### src/rtl/pocq_sched_pkg.sv
// Shared HN-F definitions for the POCQ scheduler: entry state encoding,
// default queue depth and the request flit layout held by each POCQ slot.
package pocq_sched_pkg;

    localparam int POCQ_DEPTH = 16;

    typedef enum logic [1:0] {
        INVALID = 2'd0,
        SLEEP   = 2'd1,
        READY   = 2'd2,
        ISSUED  = 2'd3
    } pocq_state_e;

    typedef struct packed {
        logic [10:0] txn_id;
        logic [6:0]  opcode;
        logic [47:0] addr;
        logic [6:0]  src_id;
    } reqflit_t;

endpackage

### src/rtl/pocq_sched_if.sv
// POCQ scheduler bus: fill-side alloc/wake, pipeline issue/retry/done, and
// free/occupancy status. master = POCQ fill + pipeline, slave = scheduler.
interface pocq_sched_if
    import pocq_sched_pkg::*;
#(
    parameter int DEPTH = POCQ_DEPTH
);
    localparam int IDXW = $clog2(DEPTH);

    logic              alloc_vld;
    logic [IDXW-1:0]   alloc_idx;
    logic              alloc_sleep;
    logic [DEPTH-1:0]  wake_vec;
    logic              issue_vld;
    logic [IDXW-1:0]   issue_idx;
    logic              issue_rdy;
    logic              retry_vld;
    logic [IDXW-1:0]   retry_idx;
    logic              done_vld;
    logic [IDXW-1:0]   done_idx;
    logic [DEPTH-1:0]  free_vec;
    logic [IDXW:0]     occ;
    logic              full;

    modport master (
        output alloc_vld, alloc_idx, alloc_sleep, wake_vec, issue_rdy,
               retry_vld, retry_idx, done_vld, done_idx,
        input  issue_vld, issue_idx, free_vec, occ, full
    );

    modport slave (
        input  alloc_vld, alloc_idx, alloc_sleep, wake_vec, issue_rdy,
               retry_vld, retry_idx, done_vld, done_idx,
        output issue_vld, issue_idx, free_vec, occ, full
    );

endinterface

### src/rtl/pocq_rr_arb.sv
// Round-robin arbiter: grants the first requester at or above ptr, wrapping
// around. N must be a power of two so the index add wraps naturally.
module pocq_rr_arb #(
    parameter int  N = 16,
    localparam int W = $clog2(N)
) (
    input  logic [N-1:0] req,
    input  logic [W-1:0] ptr,
    output logic [N-1:0] gnt,
    output logic [W-1:0] idx
);
    logic [W-1:0] cand;
    logic         found;

    always_comb begin
        gnt   = '0;
        idx   = '0;
        cand  = '0;
        found = 1'b0;
        for (int k = 0; k < N; k++) begin
            cand = ptr + W'(k);
            if (!found && req[cand]) begin
                found = 1'b1;
                idx   = cand;
            end
        end
        gnt[idx] = found;
    end

endmodule

### src/rtl/pocq_sched.sv
// POCQ per-entry scheduler: slot lifecycle, issue arbitration with grant lock,
// free vector and occupancy. Define POCQ_SCHED_AGE_EN for oldest-ready issue.
module pocq_sched
    import pocq_sched_pkg::*;
#(
    parameter int  DEPTH = POCQ_DEPTH,
    localparam int IDXW  = $clog2(DEPTH)
) (
    input logic         clk,
    input logic         rst,
    pocq_sched_if.slave bus
);
    localparam int OW = IDXW + 1;

    pocq_state_e      state     [DEPTH];
    pocq_state_e      state_nxt [DEPTH];
    logic [DEPTH-1:0] ready_nxt;
    logic [DEPTH-1:0] free_nxt;
    logic             accept;
    logic             alloc_ok;
    logic             done_ok;
    logic [OW-1:0]    occ_nxt;
    logic             arb_vld;
    logic [IDXW-1:0]  arb_idx;
    logic             alloc_bad;

    assign accept = bus.issue_vld & bus.issue_rdy;

    // Decisions use the state at the start of the cycle, so done beats a
    // same-cycle alloc and wake is ignored for a just-allocated slot.
    always_comb begin
        alloc_ok = 1'b0;
        done_ok  = 1'b0;
        for (int i = 0; i < DEPTH; i++) begin
            state_nxt[i] = state[i];
            case (state[i])
                INVALID: if (bus.alloc_vld && bus.alloc_idx == IDXW'(i)) begin
                    state_nxt[i] = bus.alloc_sleep ? SLEEP : READY;
                    alloc_ok     = 1'b1;
                end
                SLEEP:   if (bus.wake_vec[i]) state_nxt[i] = READY;
                READY:   if (accept && bus.issue_idx == IDXW'(i)) state_nxt[i] = ISSUED;
                ISSUED: begin
                    if (bus.done_vld && bus.done_idx == IDXW'(i)) begin
                        state_nxt[i] = INVALID;
                        done_ok      = 1'b1;
                    end else if (bus.retry_vld && bus.retry_idx == IDXW'(i)) begin
                        state_nxt[i] = SLEEP;
                    end
                end
                default: state_nxt[i] = INVALID;
            endcase
            ready_nxt[i] = (state_nxt[i] == READY);
            free_nxt[i]  = (state_nxt[i] == INVALID);
        end
    end

    assign occ_nxt = bus.occ + OW'(alloc_ok) - OW'(done_ok);

`ifdef POCQ_SCHED_AGE_EN
    // age[i][j] = 1: entry i was allocated before entry j.
    logic [DEPTH-1:0] age     [DEPTH];
    logic [DEPTH-1:0] age_nxt [DEPTH];
    logic             blocked;

    always_comb begin
        for (int i = 0; i < DEPTH; i++) age_nxt[i] = age[i];
        if (alloc_ok) begin
            for (int i = 0; i < DEPTH; i++) age_nxt[i][bus.alloc_idx] = 1'b1;
            age_nxt[bus.alloc_idx] = '0;
        end
        arb_vld = 1'b0;
        arb_idx = '0;
        blocked = 1'b0;
        for (int i = 0; i < DEPTH; i++) begin
            blocked = 1'b0;
            for (int j = 0; j < DEPTH; j++) begin
                if (ready_nxt[j] && age_nxt[j][i]) blocked = 1'b1;
            end
            if (ready_nxt[i] && !blocked && !arb_vld) begin
                arb_vld = 1'b1;
                arb_idx = IDXW'(i);
            end
        end
    end

    always_ff @(posedge clk) begin
        if (!rst) begin
            for (int i = 0; i < DEPTH; i++) age[i] <= '0;
        end else begin
            for (int i = 0; i < DEPTH; i++) age[i] <= age_nxt[i];
        end
    end
`else
    logic [IDXW-1:0]  rr_ptr;
    logic [IDXW-1:0]  ptr_arb;
    logic [DEPTH-1:0] arb_gnt;

    // Arbitrate with the post-accept pointer so back-to-back issue needs no bubble.
    assign ptr_arb = accept ? bus.issue_idx + IDXW'(1) : rr_ptr;

    pocq_rr_arb #(.N(DEPTH)) u_arb (
        .req (ready_nxt),
        .ptr (ptr_arb),
        .gnt (arb_gnt),
        .idx (arb_idx)
    );

    assign arb_vld = |arb_gnt;

    always_ff @(posedge clk) begin
        if (!rst)        rr_ptr <= '0;
        else if (accept) rr_ptr <= ptr_arb;
    end
`endif

    always_ff @(posedge clk) begin
        if (!rst) begin
            for (int i = 0; i < DEPTH; i++) state[i] <= INVALID;
            bus.issue_vld <= 1'b0;
            bus.issue_idx <= '0;
            bus.free_vec  <= '1;
            bus.occ       <= '0;
            bus.full      <= 1'b0;
        end else begin
            for (int i = 0; i < DEPTH; i++) state[i] <= state_nxt[i];
            bus.free_vec <= free_nxt;
            bus.occ      <= occ_nxt;
            bus.full     <= (occ_nxt == OW'(DEPTH));
            if (!bus.issue_vld || bus.issue_rdy) begin
                bus.issue_vld <= arb_vld;
                bus.issue_idx <= arb_idx;
            end
        end
    end

    // A same-cycle done on the slot makes the alloc a legitimate no-op.
    assign alloc_bad = bus.alloc_vld && (state[bus.alloc_idx] != INVALID)
                       && !(bus.done_vld && bus.done_idx == bus.alloc_idx
                            && state[bus.alloc_idx] == ISSUED);

    a_alloc_busy: assert property (@(posedge clk) disable iff (!rst) !alloc_bad);

endmodule

### src/flat_wrapper.sv
// flat-port wrapper written by rule: the top's interface ports become plain ports
module pocq_sched_flat import pocq_sched_pkg::*;
#(
    parameter int  DEPTH = POCQ_DEPTH,
    localparam int IDXW  = $clog2(DEPTH)
)
  (clk, rst, bus_alloc_vld, bus_alloc_idx, bus_alloc_sleep, bus_wake_vec, bus_issue_rdy, bus_retry_vld, bus_retry_idx, bus_done_vld, bus_done_idx, bus_issue_vld, bus_issue_idx, bus_free_vec, bus_occ, bus_full);
  pocq_sched_if #(.DEPTH(DEPTH)) bus_i ();
  input logic clk;
  input logic rst;
  input wire logic [$bits(bus_i.alloc_vld)-1:0] bus_alloc_vld;
  input wire logic [$bits(bus_i.alloc_idx)-1:0] bus_alloc_idx;
  input wire logic [$bits(bus_i.alloc_sleep)-1:0] bus_alloc_sleep;
  input wire logic [$bits(bus_i.wake_vec)-1:0] bus_wake_vec;
  input wire logic [$bits(bus_i.issue_rdy)-1:0] bus_issue_rdy;
  input wire logic [$bits(bus_i.retry_vld)-1:0] bus_retry_vld;
  input wire logic [$bits(bus_i.retry_idx)-1:0] bus_retry_idx;
  input wire logic [$bits(bus_i.done_vld)-1:0] bus_done_vld;
  input wire logic [$bits(bus_i.done_idx)-1:0] bus_done_idx;
  output wire logic [$bits(bus_i.issue_vld)-1:0] bus_issue_vld;
  output wire logic [$bits(bus_i.issue_idx)-1:0] bus_issue_idx;
  output wire logic [$bits(bus_i.free_vec)-1:0] bus_free_vec;
  output wire logic [$bits(bus_i.occ)-1:0] bus_occ;
  output wire logic [$bits(bus_i.full)-1:0] bus_full;
  assign bus_i.alloc_vld = bus_alloc_vld;
  assign bus_i.alloc_idx = bus_alloc_idx;
  assign bus_i.alloc_sleep = bus_alloc_sleep;
  assign bus_i.wake_vec = bus_wake_vec;
  assign bus_i.issue_rdy = bus_issue_rdy;
  assign bus_i.retry_vld = bus_retry_vld;
  assign bus_i.retry_idx = bus_retry_idx;
  assign bus_i.done_vld = bus_done_vld;
  assign bus_i.done_idx = bus_done_idx;
  assign bus_issue_vld = bus_i.issue_vld;
  assign bus_issue_idx = bus_i.issue_idx;
  assign bus_free_vec = bus_i.free_vec;
  assign bus_occ = bus_i.occ;
  assign bus_full = bus_i.full;
  pocq_sched #(.DEPTH(DEPTH)) u_core (.clk(clk), .rst(rst), .bus(bus_i));
endmodule
### config.mk
export PLATFORM = sky130hd
export DESIGN_NAME = pocq_sched_flat
export DESIGN_NICKNAME = d
export VERILOG_FILES = /design/src/rtl/pocq_sched_pkg.sv /design/src/rtl/pocq_sched_if.sv /design/src/rtl/pocq_rr_arb.sv /design/src/rtl/pocq_sched.sv /design/src/flat_wrapper.sv
export SDC_FILE = /design/constraint.sdc
export NUM_CORES = 1
export LEC_CHECK = 0
export ABC_AREA = 1
export CORE_ASPECT_RATIO = 0.7
export CORE_MARGIN = 2
export CORE_UTILIZATION = 59
export DETAILED_ROUTE_END_ITERATION = 10
export PLACE_DENSITY = 0.9
export SYNTH_ARGS = -nofsm -noshare
export SYNTH_HDL_FRONTEND = slang
export SYNTH_HIERARCHICAL = 1
export SYNTH_SLANG_ARGS = --single-unit
export TNS_END_PERCENT = 30
### constraint.sdc
create_clock -name clk -period 6.9 [get_ports clk]
set_input_delay 1.725 -clock clk [delete_from_list [all_inputs] [get_ports clk]]
set_output_delay 1.725 -clock clk [all_outputs]
set_load 0.005 [all_outputs]
==> impl_metrics.toml <==
[run_status]
status = "finished clean"

[yosys]
synthMuxAreaShare_pct = 0
synth_fa_ha_area_share_pct = 3.60
postSynth.asyncResetShare_pct = 0
synth-xor-area-share_pct = 2.35
syn_inst = 1108
synth_area_mm2 = 0.00611
synth_edf_count = 0
synth_seq_cells = 63
synth_top_family_by_area = "simple AND/OR/NAND/NOR gates"
synth-seq-area-share_pct = 20.6
synth_compound_area_share_pct = 4.34
synth_cell_type_count = 42
synth-simple-area-share_pct = 58.0
synth_ff_type = "dfxtp_1"
syn-num-nets = 1160
yosysWarnings = 6
synth.avg_cell_area_um2 = 5.52

[global_route]
gr-usage-all-layers_pct = 35.6
grtUsageMet1_pct = 51.6
grtUsageMet3_pct = 11.5
grt_overflow = 0
grt_pass1_vias = 6220
busiest_layer = "met1"
grtUsageMet2_pct = 51.5
antenna_found_initial = 0
grt_max_degree = 40
grt_pass1_wl_mm = 31.1

[timing]
setup_viol = 0
tightest_slew_ps = 1230
rsz0062_at_grt = "no"
tns_ps = 0
fin_crit_ps = 6150
finClkSkew_ps = 10.0
max_slew_margin_pct = 17.7
hold_slack_ps = 476
fin_ws_ps = 749
fin_crit_sh_pct = 89.1
fmax_mhz = 163
finalHoldViolations = 0
drv_slew = 0

[routing]
remaining_drc_errors = 0
final_antenna_net_count = 0
drt_iter0_markers = 1097
routed_via_density = 5.66
vias = 7420
firstDrtPassIters = 6
wl_per_cell_um = 15.4
wl_mm = 20.2

[worst_hold_path]
hp-class = "flip-flop to flip-flop"

[worst_setup_path]
critPathKind = "input pin to flip-flop"
end_kind = "flip-flop"
cp.required_ps = 7130
crit_slowest_cell = "clkdlybuf4s50_1"
start_kind = "input pin"
arrival_ps = 6380
critPathMaxFanout = 12
worst_path_most_repeated_cell = "nand2_1"
crit_path_max_incr_delay_ps = 420

[placement]
post-place-ws_ps = 524
placed_area_mm2 = 0.00690
hpwl_mm = 15.6
place_congestion = 1.03
portBuffers = 61

[power]
power_density_mw_per_mm2 = 464
p_leak_uw = 0.00367
vdd.ir_drop.worst_v = 0.000810
power_uw = 3330

[cells_and_area]
antennaDiodeCount = 0
area_delta_synth_final_pct = 17.6
layout_common_cells = "nand2_1, nor2_1, nand3_1"
layout_commonest_cell = "nand2_1"
drive_gt1_share_pct = 8.56
nets = 1227
fill_cells = 925
fin_area_mm2 = 0.00719

[floorplanning]
rows = 31
core_mm2 = 0.0102
io_pins = 62
die_width_um = 126
die_h_um = 89.2
die-area_mm2 = 0.0112
start_util_pct = 59.9

[cts]
clk_pin_slew_worst_paths_ps = 60
clk_path_buf_depth = 2
cts_setup_buffers = 0
clk_latency_ps = 340
cts_tree = "done"
postCtsHoldBufs = 0
cts_sinks = 63
htreeDepth = 3
cts_made_buffers = 9
cts_root_buf = "clkbuf_16"
post_cts_resized = 0

[run]
cap_violations = 0
registers in the layout, summed over array words and instances, names as in the netlist:
register,flops
u_core/bus.issue_idx,4
u_core/bus.occ,5
u_core/rr_ptr,4
u_core/bus.full,1
u_core/state,32
u_core/bus.issue_vld,1
u_core/bus.free_vec,16
through the flow:
stage          utilization (%)  std cells
2_1_floorplan                -       1108
3_3_place_gp              67.6       1296
3_5_place_dp              67.6       1296
4_1_cts                   70.5       1312
5_1_grt                   70.5       1312
6_report                  70.5       1312
synth_stat cells, types with 2 or more instances:
cell        n  area share (%)
ha_1       16             3.3
nor3_1      8            0.65
o21ai_1     3            0.25
nand3_1   187              15
xnor2_1     4            0.57
o21bai_1    3            0.37
nand4_2     6             1.2
or2_2       2            0.20
dfxtp_1    63              21
and2_1      3            0.31
o21ai_0    19             1.6
buf_2       9            0.74
nor4_1      4            0.41
nor2_4      7             1.3
nand2_4     2            0.37
nand2_2    11             1.1
nor2_1    227              14
nand4_1    17             1.7
inv_2       9            0.55
buf_4       3            0.37
clkbuf_1    7            0.43
clkinv_1    3            0.18
a21oi_1    14             1.1
xor2_2      4             1.1
nor2_2     22             2.3
inv_1     137             8.4
nor2b_1     2            0.20
nand2_1   294              18
o21a_1      4            0.49
xor2_1      5            0.72
nand3_2     2            0.33
cell type report:
| type | instances | area (um^2) | share of cell area, % |
|---|---|---|---|
| tap | 132 | 165 | 2.30 |
| sequential | 63 | 1260 | 17.5 |
| clock buffer | 10 | 239 | 3.32 |
| clock inverter | 6 | 51.3 | 0.714 |
| multi-input combinational | 874 | 4180 | 58.1 |
| timing repair buffer | 76 | 723 | 10.1 |
| inverter | 151 | 571 | 7.94 |
where the power goes:
group	internal (uW)	switching [uW]	leakage (uW)	total [uW]
clock	258	184	0.000140	442
sequential	402	26.2	0.000512	428
combinational	785	1680	0.00301	2460
total	1440	1890	0.00367	3330
critical path, delay by kind of cell:
| family | cells | cell delay, ps |
|---|---|---|
| simple gates | 21 | 3070 |
| compound gates | 2 | 290 |
| buf+inv | 5 | 1070 |
| fa+ha+maj | 1 | 230 |
final timing paths:
| path | startpoint | to | slack, ps | depth (start not counted) |
|---|---|---|---|---|
| max | bus_issue_rdy | u_core/bus.issue_vld | 750 | 29 |
| max reg2reg | u_core/bus.issue_idx[0] | u_core/bus.issue_vld | 2130 | 25 |
| min | u_core/rr_ptr[3] | u_core/rr_ptr[3] | 480 | 2 |
| min reg2reg | u_core/rr_ptr[3] | u_core/rr_ptr[3] | 480 | 2 |
metal layers:
metal,wire (um),share of wire [%]
met1,9260,46
met2,7710,38
met3,2940,15
met4,322,1.6
met5,0,0
logic make-up (layout without fill, tap and decap cells):
group | after synthesis | in the layout
and+or+nand+nor | 797 | 797
xor gates and xnor gates | 13 | 13
DFF | 63 | 63
adders and majority gates | 17 | 17
AOI/OAI and AO/OA | 47 | 47
buffers and inverters | 171 | 243
(Power assumes the default switching activity.)
